==> config.mk <==
export PLATFORM = sky130hd
export DESIGN_NAME = branch_update_ctrl
export DESIGN_NICKNAME = d
export VERILOG_FILES = /design/src/rtl/branch_update_ctrl_pkg.sv /design/src/rtl/bp_track_fifo.sv /design/src/rtl/branch_update_ctrl.sv
export SDC_FILE = /design/constraint.sdc
export NUM_CORES = 1
export LEC_CHECK = 0
export CORE_MARGIN = 2
export CORE_UTILIZATION = 55
export DETAILED_ROUTE_END_ITERATION = 10
export PLACE_DENSITY = 0.81
export SLEW_MARGIN = 20
export SYNTH_ARGS = -nofsm -noshare
export SYNTH_HDL_FRONTEND = slang
export SYNTH_SLANG_ARGS = --single-unit
==> constraint.sdc <==
create_clock -name cpu_clk -period 4.85 [get_ports cpu_clk]
set_clock_uncertainty 0.05 [all_clocks]
set_input_delay 0.97 -clock cpu_clk [delete_from_list [all_inputs] [get_ports cpu_clk]]
set_output_delay 0.97 -clock cpu_clk [all_outputs]
set_load 0.02 [all_outputs]
==> src/rtl/branch_update_ctrl_pkg.sv <==
// Shared defaults and helpers for the branch predictor update path.
package branch_update_ctrl_pkg;

   localparam int unsigned BP_ENTRY_NUM   = 256;
   localparam int unsigned BP_TRACK_DEPTH = 4;
   localparam int unsigned PERF_CNT_W     = 16;

   function automatic logic [PERF_CNT_W-1:0] sat_inc(input logic [PERF_CNT_W-1:0] v);
      return (v == {PERF_CNT_W{1'b1}}) ? v : v + PERF_CNT_W'(1);
   endfunction

endpackage

==> src/rtl/bp_track_fifo.sv <==
// In-order tracker of in-flight predicted branches: push at tail, pop at head, bulk clear.
module bp_track_fifo #(
   parameter int unsigned depth  = 4,
   parameter int unsigned data_w = 9,
   localparam int unsigned ptr_w = $clog2(depth),
   localparam int unsigned cnt_w = $clog2(depth) + 1
) (
   input  logic              clk_i,
   input  logic              rst_i,
   input  logic              push_i,
   input  logic [data_w-1:0] push_data_i,
   input  logic              pop_i,
   input  logic              clear_i,
   output logic [data_w-1:0] head_data_o,
   output logic [cnt_w-1:0]  count_o
);

   logic [data_w-1:0] mem_q [depth];
   logic [ptr_w-1:0]  head_q, head_d;
   logic [ptr_w-1:0]  tail_q, tail_d;
   logic [cnt_w-1:0]  count_q, count_d;
   logic              pop_ok, push_ok;

   assign pop_ok      = pop_i && (count_q != '0);
   // A full tracker still takes a push when the head leaves in the same cycle.
   assign push_ok     = push_i && ((count_q != cnt_w'(depth)) || pop_ok);
   assign head_data_o = mem_q[head_q];
   assign count_o     = count_q;

   always_comb begin
      head_d  = head_q;
      tail_d  = tail_q;
      count_d = count_q;
      if (clear_i) begin
         head_d  = '0;
         tail_d  = '0;
         count_d = '0;
      end else begin
         if (pop_ok)  head_d = head_q + ptr_w'(1);
         if (push_ok) tail_d = tail_q + ptr_w'(1);
         count_d = count_q + cnt_w'(push_ok) - cnt_w'(pop_ok);
      end
   end

   always_ff @(posedge clk_i) begin
      if (rst_i) begin
         head_q  <= '0;
         tail_q  <= '0;
         count_q <= '0;
      end else begin
         head_q  <= head_d;
         tail_q  <= tail_d;
         count_q <= count_d;
      end
   end

   always_ff @(posedge clk_i) begin
      if (!rst_i && !clear_i && push_ok) mem_q[tail_q] <= push_data_i;
   end

endmodule

==> src/rtl/branch_update_ctrl.sv <==
// Tracks predicted branches until EX resolves them, then trains the predictor and
// reports mispredictions.
module branch_update_ctrl
   import branch_update_ctrl_pkg::*;
#(
   parameter int unsigned entry_num   = BP_ENTRY_NUM,
   parameter int unsigned addr_width  = $clog2(entry_num),
   parameter int unsigned track_depth = BP_TRACK_DEPTH
) (
   input  logic                          cpu_clk,
   input  logic                          cpu_rst,
   input  logic                          pred_push,
   input  logic [addr_width-1:0]         pred_push_addr,
   input  logic                          pred_push_taken,
   output logic                          pred_full,
   input  logic                          resolve_valid,
   input  logic                          branch_taken_ex,
   input  logic                          flush,
   output logic                          predictor_wen,
   output logic [addr_width-1:0]         predictor_waddr,
   output logic                          upd_taken,
   output logic                          mispredict,
   output logic [$clog2(track_depth):0]  track_count,
   output logic [PERF_CNT_W-1:0]         mispredict_cnt
);

   localparam int unsigned CntW = $clog2(track_depth) + 1;

   logic [addr_width:0]   head_data;
   logic [addr_width-1:0] head_addr;
   logic                  head_taken;
   logic                  resolve_ok, mis_now, fifo_clear, fifo_push;

   logic                  wen_q, wen_d;
   logic [addr_width-1:0] waddr_q, waddr_d;
   logic                  upd_taken_q, upd_taken_d;
   logic                  mispredict_q, mispredict_d;
   logic [PERF_CNT_W-1:0] mispredict_cnt_q, mispredict_cnt_d;

   assign head_addr  = head_data[addr_width:1];
   assign head_taken = head_data[0];
   assign pred_full  = (track_count == CntW'(track_depth));
   assign resolve_ok = resolve_valid && (track_count != '0);
   assign mis_now    = resolve_ok && (head_taken != branch_taken_ex);
   // A wrong head invalidates every younger entry, including one arriving now.
   assign fifo_clear = flush || mis_now;
   assign fifo_push  = pred_push && !fifo_clear && (!pred_full || resolve_ok);

   bp_track_fifo #(
      .depth  (track_depth),
      .data_w (addr_width + 1)
   ) u_track_fifo (
      .clk_i       (cpu_clk),
      .rst_i       (cpu_rst),
      .push_i      (fifo_push),
      .push_data_i ({pred_push_addr, pred_push_taken}),
      .pop_i       (resolve_ok),
      .clear_i     (fifo_clear),
      .head_data_o (head_data),
      .count_o     (track_count)
   );

   always_comb begin
      wen_d            = resolve_ok;
      waddr_d          = waddr_q;
      upd_taken_d      = upd_taken_q;
      mispredict_d     = mis_now;
      mispredict_cnt_d = mispredict_cnt_q;
      if (resolve_ok) begin
         waddr_d     = head_addr;
         upd_taken_d = branch_taken_ex;
      end
      if (mis_now) mispredict_cnt_d = sat_inc(mispredict_cnt_q);
   end

   always_ff @(posedge cpu_clk) begin
      if (cpu_rst) begin
         wen_q            <= 1'b0;
         waddr_q          <= '0;
         upd_taken_q      <= 1'b0;
         mispredict_q     <= 1'b0;
         mispredict_cnt_q <= '0;
      end else begin
         wen_q            <= wen_d;
         waddr_q          <= waddr_d;
         upd_taken_q      <= upd_taken_d;
         mispredict_q     <= mispredict_d;
         mispredict_cnt_q <= mispredict_cnt_d;
      end
   end

   assign predictor_wen   = wen_q;
   assign predictor_waddr = waddr_q;
   assign upd_taken       = upd_taken_q;
   assign mispredict      = mispredict_q;
   assign mispredict_cnt  = mispredict_cnt_q;

endmodule

# Yosys cells after proc, flatten, opt, wreduce, memory -nomap -nowiden
# Memory sizes are Yosys's and may differ from the RTL's. A register that Yosys moved wholly into a read port is not among the register bits.
# Index checks and enable logic that the tools add are counted.
# word_totals
memories	1
output_inout_bits	31
input_bits	15
reg_bits	34
ramBits	36
# memory_table
name	words	width	read_ports	rd_ports_with_merged_regs	write_ports	line_no	rtl
u_track_fifo.mem_q	4	9	1	1	1	bp_track_fifo.sv:18	logic [data_w-1:0] mem_q [depth];
# op_classes
addsub	5
mux	4
n_eq_ne	4
n_reduce_logical	17
bitwise	1
# op_table
op	n
$add 16x1->16 const B	1
$eq 16x16->1 const B	1
$logic_and 1x1->1	8
$add 2x1->2 const B	2
$mux 2	2
$add 3x1->3	1
$eq 3x3->1 const B	1
$logic_not 1->1	3
$logic_or 1x1->1	3
$ne 3x3->1 const B	1
$reduce_bool 3->1	1
$sub 3x1->3	1
$mux 1	2
$reduce_and 2->1	1
$reduce_or 2->1	1
$ne 1x1->1	1
$not 1->1	1

# Longest topological paths before layout
# logic_depth
word_depth	11
depth_mapped	12

# By module
# Synthesis repeated with hierarchy kept, for this count alone.
# hier_totals
cells_unflattened	254
hier_area_um2	3006.6
# modules_own_cells
module	n_inst	area_per_inst_um2	cells_each	seq_area_each_um2
bp_track_fifo	1	1749.2	93	1261.2
branch_update_ctrl	1	1257.5	161	540.5

# Worst setup path before layout
# Ideal clock, no wire load.
# synth_timing
path_kind	input to register
startpoint	input port resolve_valid
endpoint	register u_track_fifo.count_q[2] (netlist: u_track_fifo.count_o[2])
path_buffers	2
t_arrival_ps	2771
slack_ps	1909
stages	11
setup_ps	121
cell_sequence	nand2b_1 > clkbuf_1 > inv_1 > clkbuf_1 > ha_1 > inv_1 > ha_1 > fa_1 > xnor2_1 > xnor2_1 > nor2_1
# synth_via
elab_chain_cells	9
elab_cells_between_ends	13
cone_classes	add/sub: 2; reduce/logical: 11
# synth_lines
element	line_no	rtl
start, declared	branch_update_ctrl.sv:16	input logic resolve_valid,
$logic_and 1x1->1 (*)	branch_update_ctrl.sv:43	assign resolve_ok = resolve_valid && (track_count != '0);
via resolve_ok	branch_update_ctrl.sv:32	logic resolve_ok, mis_now, fifo_clear, fifo_push;
$logic_and 1x1->1	branch_update_ctrl.sv:44	assign mis_now = resolve_ok && (head_taken != branch_taken_ex);
$logic_or 1x1->1	branch_update_ctrl.sv:46	assign fifo_clear = flush || mis_now;
$logic_not 1->1	branch_update_ctrl.sv:47	assign fifo_push = pred_push && !fifo_clear && (!pred_full || resolve_ok);
$logic_and 1x1->1 (2 in a row)	branch_update_ctrl.sv:47	
$logic_and 1x1->1	bp_track_fifo.sv:26	assign push_ok = push_i && ((count_q != cnt_w'(depth)) || pop_ok);
$add 3x1->3	bp_track_fifo.sv:41	count_d = count_q + cnt_w'(push_ok) - cnt_w'(pop_ok);
$sub 3x1->3	bp_track_fifo.sv:41	
end signal, assigned	bp_track_fifo.sv:53	count_q <= count_d;
end, declared	bp_track_fifo.sv:21	logic [cnt_w-1:0] count_q, count_d;
# The timed path passes the listed nets; every way through them passes the cells marked *.
# A chain may end at the register's enable or synchronous reset.

==> impl_metrics.csv <==
group,metric,value,unit
status,status,"completed",
route,routed_via_density,5.43,
logic_synthesis,yosys_warnings,0,
clock_network,cts_inserted_buffers,9,
setup_path,worstSetupEndpointType,"flop",
floorplan,dieArea,5950,um2
setup_path,crit_fanout,9,
logic_synthesis,synthTopCellsByCount,"dfxtp_1 (36), edfxtp_1 (36), nand2_1 (25), a21oi_1 (18), nor2_1 (17)",
finish,drive_gt1_frac,0.0764,
setup_path,critical_path_arrival,3070,ps
clock_network,hold_buffers,0,
placed_design,globalplace.congestion,0.761,
setup_path,critical_path_class,"reg -> reg",
clock_network,cts_resized,0,
logic_synthesis,postSynthNetCount,260,
setup_path,worst_path_dominant_cell_family,"simple AND/OR/NAND/NOR gates",
flow_run,maxCapViolations,0,
route,postRouteAntennaNets,0,
setup_path,cp_num_buf_inv,0,
grt,grt_pass1_wl,9220,um
placed_design,dp_hpwl,3840,um
logic_synthesis,syn_area_per_cell,12.4,um2
setup_path,max_stage_delay,670,ps
setup_path,critPathLaunchType,"flop",
logic_synthesis,ys_seq_area_frac,0.613,
min_path,min-delay-start,"predictor_waddr[0]$_SDFFE_PP0P_",
floorplan,rows,26,
floorplan,core_area,5140,um2
sta,finalHoldViolCount,0,
clock_network,cts.clk_slew.worst_paths,70,ps
grt,grt_pass1_vias,1918,
sta,post-route-period-util,0.647,
sta,final_max_slew_viol_count,0,
pwr,p_leak,1.23,nW
setup_path,crit_required,4790,ps
clock_network,post_cts_buffers,0,
grt,antenna_found_initial,0,
clock_network,cts_tree,"built",
finish,multiInputGateArea,1040,um2
min_path,worstHoldPathType,"reg -> reg",
grt,grt_max_degree,31,
finish,regArea,1800,um2
logic_synthesis,synth-edff-count,36,
clock_network,cts_max_level,3,
route,drt-initial-drc-count,147,
route,routed_wl,5400,um
logic_synthesis,synth_top_area_share,0.368,
route,avgRoutedWirePerCell,15.1,um
pwr,ir_drop,0.270,mV
sta,clock.fmax,319,MHz
clock_network,clock_latency,340,ps
sta,worst_pin_slew,654,ps
finish,design_area,3640,um2
finish,syn_to_final_growth,23.8,%
grt,grt_overflow,0,
logic_synthesis,syn_inst,237,
route,drc,0,
floorplan,ios,46,
placed_design,io_buffers,45,
setup_path,cp_cell_sequence,"mux4_2 -> xnor2_2 -> nor2_1 -> nor3_1 -> and3_1",
floorplan,dieWidth,77.1,um
grt,grt_usage,0.204,
logic_synthesis,synth_area_leaders,"edfxtp_1 (37%), dfxtp_1 (25%), mux4_1 (6.3%)",
setup_path,r2r_setup_slack,1710,ps
setup_path,slowest_stage,"dfxtp_1",
clock_network,ctsLongestPathBuffers,2,
clock_network,numClockSinks,72,
route,firstDrtPassIters,4,
finish,nNetsFinal,306,
sta,relSlewSlack,0.560,
logic_synthesis,yosysUniqueCellTypes,38,
pwr,p_per_area,341,nW/um2
logic_synthesis,netlist_area,2940,um2
logic_synthesis,yosysTopAreaCell,"edfxtp_1",
floorplan,die_y,77.1,um
sta,setup_violations,0,
sta,tns,0,ps
sta,finalCriticalPeriod,3140,ps
sta,rsz0062_at_grt,"false",
floorplan,start_util,0.572,
logic_synthesis,synth_seq_cells,72,
finish,nFillCells,385,
logic_synthesis,synthArstFlopShare,0,
route,dr_total_vias,1943,
placed_design,placed_cell_area,3440,um2
clock_network,root_buffer,"clkbuf_8",
logic_synthesis,ys.flop_type,"edfxtp_1",
finish,diodes,0,
-- metrics by stage --
stage / std cells / power, mW / hold WS [ps] / utilization / setup slack (ps)
after global placement: 342 / 0.773 / 406 / 0.669 / 1510
after floorplan: 237 / 0.733 / 435 / - / 1910
after CTS: 358 / 1.25 / 415 / 0.708 / 1680
after detailed placement: 342 / 0.777 / 407 / 0.669 / 1430
final: 358 / 1.24 / 412 / 0.708 / 1710
after global routing: 358 / 1.29 / 446 / 0.708 / 1440
-- sequential cells by signal (all words and copies together), names as in the netlist, named ones only --
name,flops
predictor_wen,1
u_track_fifo.count_o,3
u_track_fifo.mem_q,36
predictor_waddr,8
mispredict,1
u_track_fifo.head_q,2
upd_taken,1
u_track_fifo.tail_q,2
mispredict_cnt,16
-- cell type report --
type,count,share of cell area
Sequential cell,72,0.495
Multi-Input combinational cell,143,0.287
Timing Repair Buffer,47,0.128
Clock buffer,9,0.0340
Tap cell,70,0.0241
Clock inverter,7,0.0217
Inverter,10,0.0103
-- worst reg2reg max path, delay by kind of cell, from the launching register on --
family	cells	cell delay, ps
simple gates	3	1180
flops	1	670
mux	1	610
xor+xnor	1	280
-- placed cells by master (no fill, tap or decap), types with 2 or more instances in the layout --
cell             count
ha_1                 7
dfxtp_1             36
o21ai_1              4
buf_4                2
nand3_1              5
nor4_1               4
and2_1               2
or4_1                4
a21oi_1             18
edfxtp_1            36
clkdlybuf4s50_1     45
nor3_1               5
nor2_1              17
inv_1               10
inv_6                2
xor2_1               2
and3_1               6
clkinvlp_4           2
mux2i_1              2
nand4_1              4
xnor2_1              7
nand2_1             25
clkbuf_8             9
o31ai_1              4
mux4_2               2
or3_1                6
mux4_1               7
-- power breakdown --
group / internal, mW / leakage (nW) / switching (mW)
Sequential: 0.651 / 0.616 / 0.00932
Combinational: 0.0483 / 0.519 / 0.0545
Clock: 0.244 / 0.0982 / 0.236
-- path summary, 6_finish.rpt --
path,cells past startpoint,to
hold / removal,2,predictor_waddr[0]$_SDFFE_PP0P_
setup reg to reg,5,u_track_fifo.mem_q[1][3]$_DFFE_PP_
hold reg to reg,2,predictor_waddr[0]$_SDFFE_PP0P_
setup / recovery,5,u_track_fifo.mem_q[1][3]$_DFFE_PP_
-- cells by family (layout without fill, tap and decap cells) --
kind of cell             after synthesis  in the layout  synth area share
AND/OR/NAND/NOR                       84             84             0.143
flip-flops                            72             72             0.613
AO/OA/AOI/OAI                         29             29            0.0549
buffers and inverters                 22             73            0.0319
multiplexers                          12             12            0.0885
XOR/XNOR                              10             10            0.0323
adder cells (fa/ha/maj)                8              8            0.0366
-- layer usage --
metal  vias up  GRT usage  part of all wire  wire (um)
li1        958          -                 -          -
met1       930      0.243              0.42       2260
met2        47      0.357              0.53       2840
met3         8     0.0482             0.040        218
met4         0     0.0804             0.015         80
met5         -          0                 0          0
Note: power is estimated with default switching activity, not from simulation.
